--- config.mk ---
export PLATFORM = sky130hd
export DESIGN_NAME = fifo_burst_reader
export DESIGN_NICKNAME = d
export VERILOG_FILES = /design/src/rtl/fifo_burst_reader.sv
export SDC_FILE = /design/constraint.sdc
export NUM_CORES = 1
export LEC_CHECK = 0
export CORE_UTILIZATION = 35
export DETAILED_ROUTE_END_ITERATION = 10
export PLACE_DENSITY = 0.66
export SETUP_SLACK_MARGIN = 0.4
export SLEW_MARGIN = 40
export SYNTH_ARGS = -nofsm -noshare
export SYNTH_HDL_FRONTEND = slang
export SYNTH_SLANG_ARGS = --single-unit
export TNS_END_PERCENT = 10
--- constraint.sdc ---
create_clock -name rclk -period 3.1 [get_ports rclk]
set_clock_uncertainty 0.05 [all_clocks]
set_input_delay 0.62 -clock rclk [delete_from_list [all_inputs] [get_ports rclk]]
set_output_delay 0.62 -clock rclk [all_outputs]
set_load 0.1 [all_outputs]
--- src/rtl/fifo_burst_reader.sv ---
// Read-domain consumer for an async FIFO: pops words into a 2-entry buffer
// and re-emits them as fixed-length bursts on a valid/ready stream.
module fifo_burst_reader #(
    parameter int DATA_WIDTH = 8,
    parameter int BURST_LEN  = 16,
    parameter int CNT_WIDTH  = 32
) (
    input  logic                  rclk,
    input  logic                  rrst,
    input  logic                  enable,
    input  logic                  fifo_rempty,
    input  logic [DATA_WIDTH-1:0] fifo_rdata,
    output logic                  fifo_rd_en,
    output logic                  m_valid,
    input  logic                  m_ready,
    output logic [DATA_WIDTH-1:0] m_data,
    output logic                  m_last,
    output logic                  busy,
    output logic [CNT_WIDTH-1:0]  word_cnt,
    output logic [CNT_WIDTH-1:0]  burst_cnt
);

    localparam int BW = (BURST_LEN > 2) ? $clog2(BURST_LEN) : 1;

    typedef enum logic [1:0] {IDLE, RUN, FINISH, DRAIN} state_t;

    state_t                state_q, state_d;
    logic [BW-1:0]         beat_q;
    logic [1:0]            occ_q;
    logic [DATA_WIDTH-1:0] data_q [2];
    logic                  last_q [2];
    logic [CNT_WIDTH-1:0]  word_cnt_q, burst_cnt_q;

    logic can_pop, rd_en_d, beat_at_last, beat_zero, pop, hs;

    assign beat_at_last = (beat_q == BW'(BURST_LEN - 1));
    assign beat_zero    = (beat_q == '0);
    assign can_pop      = !fifo_rempty && (occ_q != 2'd2);
    assign m_valid      = (occ_q != 2'd0);
    assign hs           = m_valid && m_ready;

    // NOTE: every output of this block gets a default first so no path can infer a latch.
    always_comb begin
        state_d = state_q;
        rd_en_d = 1'b0;
        case (state_q)
            IDLE: if (enable) state_d = RUN;
            RUN: begin
                if (enable) begin
                    rd_en_d = can_pop;
                end else if (beat_zero) begin
                    state_d = IDLE;
                end else begin
                    rd_en_d = can_pop;
                    state_d = (can_pop && beat_at_last) ? DRAIN : FINISH;
                end
            end
            FINISH: begin
                rd_en_d = can_pop;
                if (can_pop && beat_at_last) state_d = DRAIN;
            end
            DRAIN: begin
                if (occ_q == 2'd0 || (occ_q == 2'd1 && hs))
                    state_d = enable ? RUN : IDLE;
            end
            default: state_d = IDLE;
        endcase
    end

    // Read enable depends only on registered state, enable and the FIFO flag.
    assign fifo_rd_en = !rrst && rd_en_d;
    assign pop        = fifo_rd_en;

    // NOTE: sequential state uses non-blocking assignments so every register samples pre-edge values.
    always_ff @(posedge rclk) begin
        if (rrst) begin
            state_q     <= IDLE;
            beat_q      <= '0;
            occ_q       <= 2'd0;
            word_cnt_q  <= '0;
            burst_cnt_q <= '0;
            // NOTE: the two buffer slots are reset as well, because m_data must read zero after reset.
            for (int i = 0; i < 2; i++) begin
                data_q[i] <= '0;
                last_q[i] <= 1'b0;
            end
        end else begin
            state_q <= state_d;
            if (pop) beat_q <= beat_at_last ? '0 : beat_q + BW'(1);

            case ({pop, hs})
                2'b10: begin
                    data_q[occ_q[0]] <= fifo_rdata;
                    last_q[occ_q[0]] <= beat_at_last;
                    occ_q            <= occ_q + 2'd1;
                end
                2'b01: begin
                    data_q[0] <= data_q[1];
                    last_q[0] <= last_q[1];
                    occ_q     <= occ_q - 2'd1;
                end
                2'b11: begin
                    // Pop and handshake together only happen with one entry held.
                    data_q[0] <= fifo_rdata;
                    last_q[0] <= beat_at_last;
                end
                default: ;
            endcase

            if (hs) word_cnt_q <= word_cnt_q + CNT_WIDTH'(1);
            if (hs && last_q[0]) burst_cnt_q <= burst_cnt_q + CNT_WIDTH'(1);
        end
    end

    assign m_data    = data_q[0];
    assign m_last    = m_valid && last_q[0];
    assign busy      = (state_q != IDLE) || m_valid;
    assign word_cnt  = word_cnt_q;
    assign burst_cnt = burst_cnt_q;

endmodule

### After elaboration in Yosys (flattened, before gate mapping)

Memories as Yosys holds them, arrays and structs flattened.
Index checks and enable logic that the tools add are counted.

* memories kept: 2
* flip-flop bits (word level): 72
* memory bits (writable): 18
* output and inout port bits: 76

* reductions and logical operators: 20
* muxes and demuxes: 34
* bitwise operators: 4
* eq/ne operators: 13
* add/sub/neg operators: 5

Memories
* data_q: depth 2, width 8, read ports 2, clocked after Yosys merged registers in 0, wr ports 2, line 30 `logic [DATA_WIDTH-1:0] data_q [2];`
* last_q: depth 2, width 1, read ports 2, clocked after Yosys merged registers in 0, wr ports 2, line 31 `logic last_q [2];`

Operator list (count)
* 32-bit by 1-bit adder with 32-bit output (second input constant): 2
* 8-bit two-way mux: 3
* 1-bit two-way mux: 22
* 2-bit two-way mux: 5
* 2-bit inequality test (second input constant): 5
* 2-bit equality test (second input constant): 4
* 2-bit case mux with 4 select lines: 1
* 8-bit OR reduction: 1
* 1-bit logical AND: 7
* 2-bit by 1-bit equality test with 1-bit output (second input constant): 3
* 2-bit nonzero test: 3
* 4-bit by 1-bit adder with 4-bit output (second input constant): 1
* 4-bit equality test (second input constant): 1
* 2-bit zero test: 2
* 4-bit zero test: 1
* 4-bit two-way mux: 1
* 1-bit OR: 4
* 2-bit case mux with 2 select lines: 1
* 4-bit AND reduction: 1
* 2-bit by 1-bit adder with 2-bit output (second input constant): 1
* 1-bit zero test: 2
* 1-bit logical OR: 2
* 1-bit case mux with 2 select lines: 1
* 2-bit by 1-bit subtractor with 2-bit output (second input constant): 1
* 1-bit OR reduction: 1

### Depth between registers and ports, before layout

Gate-level depths: netlist of the first run.

* word-level depth: 13
* gate-level depth with buffers: 12
* gate-level depth less buffers: 11

### Least setup slack after synthesis of the first run

No wires, ideal clock.

* path type: register -> register
* start: register occ_q[0]
* end: memory data_q[1][0], enable pin
* clock period less this slack: 3.476 ns
* buffers on the path: 0
* arrival time: 3.086 ns
* setup slack: -0.376 ns
* stages on the path, launching flop included: 10
* path through: dfxtp_1 -> inv_1 -> ha_1 -> or2_2 -> nor3b_1 -> nand2_1 -> inv_1 -> ha_1 -> nand4b_1 -> nand2b_1

RTL lines
* start, declared: line 29 `logic [1:0] occ_q;`
* start signal, assigned: line 95 `occ_q <= occ_q + 2'd1;`
* start signal, assigned: line 100 `occ_q <= occ_q - 2'd1;`
* end, declared: line 30

### Worst setup path after layout of the first run

* start: input port fifo_rempty
* end: output port fifo_rd_en

* longest elaborated chain between the ends: 6

RTL lines
* start, declared: line 11 `input logic fifo_rempty,`
* 1-bit zero test *: line 38 `assign can_pop = !fifo_rempty && (occ_q != 2'd2);`
* 1-bit logical AND *: line 38
* 1-bit two-way mux: line 51 `end else if (beat_zero) begin`
* 1-bit two-way mux: line 49 `if (enable) begin`
* 1-bit case mux with 2 select lines *: line 46 `case (state_q)`
* 1-bit logical AND *: line 71 `assign fifo_rd_en = !rrst && rd_en_d;`
* end, declared: line 13 `output logic fifo_rd_en,`

Every way passes the cells marked *; elsewhere a longest branch is shown, timed or not.

==> results of run 1 <==
worst paths after layout:
| path | startpoint | end | depth (start not counted) |
|---|---|---|---|
| max | fifo_rempty | fifo_rd_en | 6 |
| min | word_cnt[31] | word_cnt[31] | 2 |
| max reg2reg | beat_q[0] | data_q[0][5] | 11 |
| min reg2reg | word_cnt[31] | word_cnt[31] | 2 |
tightest hold or removal path, delay by kind of cell, from the launching register on:
| family | cells | cell delay (ps) |
|---|---|---|
| AO/OA/AOI/OAI | 2 | 110 |
| flip-flops | 1 | 320 |
per-layer routing:
metal | up-vias | part of all wire (%)
li1 | 1977 | -
met1 | 1895 | 46
met2 | 92 | 48
met3 | 15 | 4.3
met4 | 0 | 1.4
met5 | - | 0
what timing repair did:
action                                 CTS  global route
resized for setup                        0            11
endpoints found under the hold margin    0             0
setup buffers                            0             2
setup endpoints to repair                0            18
hold buffers                             0             0
synth_stat cells (all sizes together):
cell	number
or4	33
nand3b	3
mux2i	9
a21oi	46
nor3b	2
or2	3
a311oi	2
nand3	21
nor4b	1
and4	7
o31ai	31
clkinv	1
nor3	5
ha	14
a211o	1
or3	8
a31oi	2
mux2	3
and3	5
nor2b	4
o41ai	1
nor4	6
nand2b	2
xnor2	15
o21ai	8
o21bai	1
nand4	18
edfxtp	18
and3b	1
a31o	1
and2	2
a211oi	1
a21o	2
nand2	29
inv	18
xor2	9
clkbuf	17
and4b	2
dfxtp	72
buf	9
nor2	48
nand4b	4
registers in the layout (all words and copies together) (netlist names), named ones only:
| signal | flops |
|---|---|
| burst_cnt | 32 |
| word_cnt | 32 |
| data_q | 16 |
| beat_q | 4 |
| last_q | 2 |
| occ_q | 2 |
| state_q | 1 |
per-stage QoR:
step | cell area (sq um) | setup slack, ps
finish | 5806 | 492.9
global route | 5806 | 397.3
CTS | 5731 | 423.3
detailed placement | 5413 | 80.38
global placement | 5413 | 155.3
floorplan | 4553 | 305.0
report_power, final:
group	leakage (nW)	switching [mW]	internal (mW)
Sequential	0.771	0.0338	1.24
Combinational	1.15	0.490	0.194
Clock	0.149	0.454	0.705
Total	2.07	0.978	2.14
layout make-up:
type	count	area, sq um	share of cell area (%)
well taps	168	210.2	3.621
repair buffers	102	819.5	14.12
flip-flops and latches	90	1997	34.40
multi-input cells	350	2381	41.01
inverters	19	80.08	1.379
clock inverters	7	92.59	1.595
clock buffers	9	225.2	3.879
cells by family (layout without fill, tap and decap cells):
kind of cell	after synthesis	in the layout
and+or+nand+nor	204	204
AOI/OAI and AO/OA	96	96
DFF	90	90
buffers and inverters	45	137
xor gates and xnor gates	24	24
adders and majority gates	14	14
muxes	12	12
==> flow_metrics.py, run 1 <==
metrics = {
    "cts": {
        "clkTransAtPathRegs_ps": 60,
        "cts.sinks": 90,
        "clock_latency_ps": 340,
        "cts_tree": "yes",
        "root_buffer": "clkbuf_16",
        "htreeDepth": 3,
        "cts_made_buffers": 9,
        "clock_path_buffers": 2,
    },
    "power": {
        "p_per_area_mw_per_mm2": 537.1,
        "p_total_mw": 3.118,
        "leakagePower_nw": 2.066,
        "peakVddDrop_mv": 0.4811,
    },
    "layout": {
        "fin_cells": 745,
        "final_common_cell": "buf_4",
        "nFillCells": 1160,
        "final_cell_mix": "87 x buf_4, 64 x dfxtp_1, 48 x nor2_1, 45 x a21oi_1, 33 x or4_1",
        "antenna_cells": 0,
        "syn_to_final_growth_pct": 31.74,
        "layout-drive-gt1-share_pct": 24.96,
        "final_util_pct": 47.74,
        "final_nets": 599,
    },
    "die": {
        "die_x_microns": 114.2,
        "die-area_sq_mm": 0.01304,
        "start_util_pct": 36.23,
        "rows": 40,
        "ioPinCount": 89,
        "die_y_microns": 114.2,
        "core_sq_mm": 0.01216,
    },
    "global_routing": {
        "gr-usage-met2_pct": 27.72,
        "grt_max_degree": 79,
        "track_usage_pct": 16.85,
        "grt-ovfl-total": 0,
        "use_met1_pct": 22.14,
        "grt_pass1_vias": 3672,
        "top_usage_layer": "met2",
        "met3_usage_pct": 3.070,
        "grt_pass1_wl_microns": 17720,
        "antenna_found_initial": 0,
    },
    "placed_design": {
        "place_congestion": 0.7802,
        "placed_cells": 725,
        "hpwlAfterDp_microns": 7551,
        "portBuffers": 88,
    },
    "yosys": {
        "synth.largest_area_cell": "dfxtp_1",
        "ys_top_cells_by_area": "dfxtp_1 33%, edfxtp_1 12%, or4_1 5.6%, o31ai_1 5.3%, a21oi_1 5.2%",
        "synth-compound-area-share_pct": 13.37,
        "syn_nets": 512,
        "synth_cells": 485,
        "synth_top_family_by_area": "simple AND/OR/NAND/NOR gates",
        "syn_area_per_cell_sq_um": 9.086,
        "ys_warn_count": 0,
        "synth_fa_ha_area_share_pct": 3.975,
        "ys_seq_area_share_pct": 44.97,
        "synth-xor-area-share_pct": 4.770,
        "synth-simple-area-share_pct": 25.98,
        "synthMuxAreaShare_pct": 2.811,
        "synth_top_area_share_pct": 32.71,
        "ys_types": 45,
        "ys_ff_latch": 90,
        "syn_area_sq_mm": 0.004407,
    },
    "drt": {
        "routedWlPerCell_microns": 14.43,
        "remaining_drc_errors": 0,
        "wirelength_microns": 10750,
        "vias_per_cell": 5.341,
        "drt_first_pass_iters": 6,
        "vias": 3979,
        "drt_iter0_drc": 254,
        "drtAntennaViolNets": 0,
    },
    "worst_setup_path": {
        "path_cells": "clkdlybuf4s50_1, or2_4, nor3b_4, nand2_2, clkinvlp_4, buf_12",
        "crit_family": "buffers and inverters",
        "crit_path_max_fanout": 5,
        "r2r_slack_ps": 610,
        "critPathCaptureType": "output pin",
        "cp_slowest_cell": "clkdlybuf4s50_1",
        "crit_buf_inv": 3,
        "path_class": "primary input to output pin",
        "worstPathArrival_ps": 1940,
        "cp-start-kind": "primary input",
        "cpPeakStageDelay_ps": 400,
        "crit_required_ps": 2430,
    },
    "worst_hold_path": {
        "hp-class": "register to register",
    },
    "sta": {
        "maxSlewHeadroom_pct": 56.07,
        "period_share_pct": 84.10,
        "timing.fmax_mhz": 383.6,
        "tightestPinTransition_ps": 658.9,
        "finalHoldViolCount": 0,
        "period_needed_ps": 2607,
        "holdWs_ps": 435.4,
        "rsz0062_at_grt": "yes",
        "finalSetupViolations": 0,
        "setup_tns_ps": 0,
        "drv_slew": 0,
    },
    "run_status": {
        "status": "completed",
    },
    "flow_run": {
        "drv_cap": 0,
    },
}
(Power assumes the default switching activity.)
==> run 2, diff against run 1 <==
Settings changed: PLACE_DENSITY 0.66 to 0.68.
Clock period 3.1 ns to 2.2 ns, I/O delays scaled along.
==> run 2 against run 1 <==
The run now ends with negative setup slack left. Worst hold slack better by 9.6 ps. Power rose by 46%. Setup slack got worse by 770 ps. Cell area up 12%. Final cell count rose by 7.5%. Die area unchanged. Wire length increased by 8.4%. Critical endpoint is now data_q[0][1]. Largest cell class unchanged. Largest power group unchanged.
==> flow_metrics.py, run 2 (synthesized netlist as in run 1, its figures left out) <==
metrics = {
    "run_status": {
        "status": "complete, but fails checks",
        "failed_checks": "negative setup slack",
    },
    "cts": {
        "cts.sinks": 90,
        "hold_buffers": 0,
        "cts_made_buffers": 9,
        "htreeDepth": 3,
        "cts_tree": "yes",
        "clock_latency_ps": 350,
        "clock_path_buffers": 2,
        "root_buffer": "clkbuf_16",
        "clkTransAtPathRegs_ps": 70,
    },
    "layout": {
        "fin_cells": 801,
        "final_common_cell": "buf_4",
        "nFillCells": 1118,
        "multi_input_area_sq_mm": 0.002587,
        "syn_to_final_growth_pct": 47.30,
        "antenna_cells": 0,
        "final_util_pct": 53.37,
        "register_area_sq_mm": 0.002008,
        "final_cell_mix": "133 x buf_4, 59 x dfxtp_1, 47 x nor2_1, 41 x a21oi_1, 29 x or4_1",
        "layout-drive-gt1-share_pct": 38.55,
        "final_nets": 655,
    },
    "worst_setup_path": {
        "r2r_cells": 11,
        "reg2reg_from": "beat_q[1]",
        "critPathCaptureType": "register",
        "path_cells": "inv_2, ha_4, nor3b_4, o21ai_2, nand2_2, clkinvlp_4, ha_4, nor4b_4, buf_6, mux2i_1, nor2_1",
        "cp-start-kind": "register",
        "cpPeakStageDelay_ps": 360,
        "crit_family": "simple AND/OR/NAND/NOR gates",
        "worstPathArrival_ps": 2510,
        "r2r_end": "data_q[0][1]",
        "crit_buf_inv": 3,
        "crit_path_max_fanout": 5,
        "path_class": "register to register",
        "crit_required_ps": 2230,
        "r2r_slack_ps": -270,
        "cp.depth": 11,
        "cpMostUsedCell": "ha_4",
        "cp_slowest_cell": "nor4b_4",
    },
    "global_routing": {
        "track_usage_pct": 18.54,
        "grt_pass1_vias": 4083,
        "grt_pass1_wl_microns": 19360,
        "grt_max_degree": 48,
        "grt-ovfl-total": 0,
        "antenna_found_initial": 0,
    },
    "sta": {
        "finalHoldViolCount": 0,
        "period_needed_ps": 2473,
        "rsz0062_at_grt": "yes",
        "maxSlewHeadroom_pct": 63.85,
        "finalSetupViolations": 37,
        "drv_slew": 0,
        "timing.fmax_mhz": 404.3,
        "fin_ws_ps": -273.2,
        "period_share_pct": 112.4,
        "tightestPinTransition_ps": 542.2,
    },
    "power": {
        "p_total_mw": 4.566,
        "peakVddDrop_mv": 0.7343,
        "p_per_area_mw_per_mm2": 703.5,
        "leakagePower_nw": 2.407,
    },
    "die": {
        "die_x_microns": 114.2,
        "ioPinCount": 89,
        "die-area_sq_mm": 0.01304,
        "die_y_microns": 114.2,
        "core_sq_mm": 0.01216,
        "start_util_pct": 36.23,
        "rows": 40,
    },
    "worst_hold_path": {
        "hold_depth": 2,
        "whs_endpoint": "word_cnt[31]",
        "hp-class": "register to register",
        "hp-start": "word_cnt[31]",
    },
    "placed_design": {
        "hpwlAfterDp_microns": 8289,
        "place_congestion": 0.8120,
        "placed_cells": 775,
        "post-place-ws_ps": -550.9,
        "portBuffers": 88,
    },
    "drt": {
        "drt_iter0_drc": 264,
        "vias": 4212,
        "wirelength_microns": 11650,
        "routedWlPerCell_microns": 14.55,
        "remaining_drc_errors": 0,
        "drtAntennaViolNets": 0,
        "drt_first_pass_iters": 4,
        "vias_per_cell": 5.258,
    },
    "flow_run": {
        "drv_cap": 0,
    },
}
==> run 2: routing by layer <==
metal  wire length, microns  global-route usage [%]
met5                      0                       0
met4                    193                   6.753
met3                    328                   2.965
met2                   5771                   32.04
met1                   5358                   23.30
==> run 2: layout make-up <==
| type | count | area share [%] |
|---|---|---|
| sequential | 90 | 30.94 |
| multi-input combinational | 350 | 39.86 |
| inverter | 19 | 1.291 |
| timing repair buffer | 158 | 20.12 |
| clock buffer | 9 | 3.470 |
| tap | 168 | 3.238 |
| clock inverter | 7 | 1.079 |
==> run 2: worst register-to-register path, cell delays in order, from the launching register on <==
cell and delay, ps:
dfxtp_2 330, inv_2 70, ha_4 130, nor3b_4 230, o21ai_2 90, nand2_2 90
clkinvlp_4 130, ha_4 190, nor4b_4 360, buf_6 210, mux2i_1 270, nor2_1 60
==> run 2: report_power, final <==
group	internal [mW]	total [mW]	switching, mW	leakage (nW)
registers	1.74	1.79	0.0415	0.774
clock network	0.879	1.56	0.678	0.145
logic	0.451	1.22	0.773	1.49
total	3.07	4.57	1.49	2.41
==> run 2: how the worst max path moves through the flow <==
stage / endpoint / start
final: data_q[0][1] / beat_q[1]
after global routing: data_q[0][5] / beat_q[1]
after CTS: data_q[1][7] / beat_q[1]
after detailed placement: data_q[0][5] / enable
after global placement: data_q[0][7] / enable
after floorplan: data_q[0][0] / beat_q[1]
==> run 2: per-stage QoR <==
step                setup TNS (ps)  hold WS [ps]  instance area [sq um]
finish                       -5184         445.0                   6491
global route                 -8810         458.9                   6491
CTS                          -4512         436.4                   6356
detailed placement          -22860         424.6                   5856
global placement            -18080         416.4                   5856
floorplan                   -34360         438.2                   4562
==> run 2: what timing repair did <==
| action | 4_1_cts | 5_1_grt |
|---|---|---|
| buffers inserted | 5 | 4 |
| cloned | 1 | 0 |
| pin swaps | 43 | 31 |
| endpoints found under the hold margin | 0 | 0 |
| resized for setup | 44 | 21 |
| setup endpoints to repair | 90 | 90 |
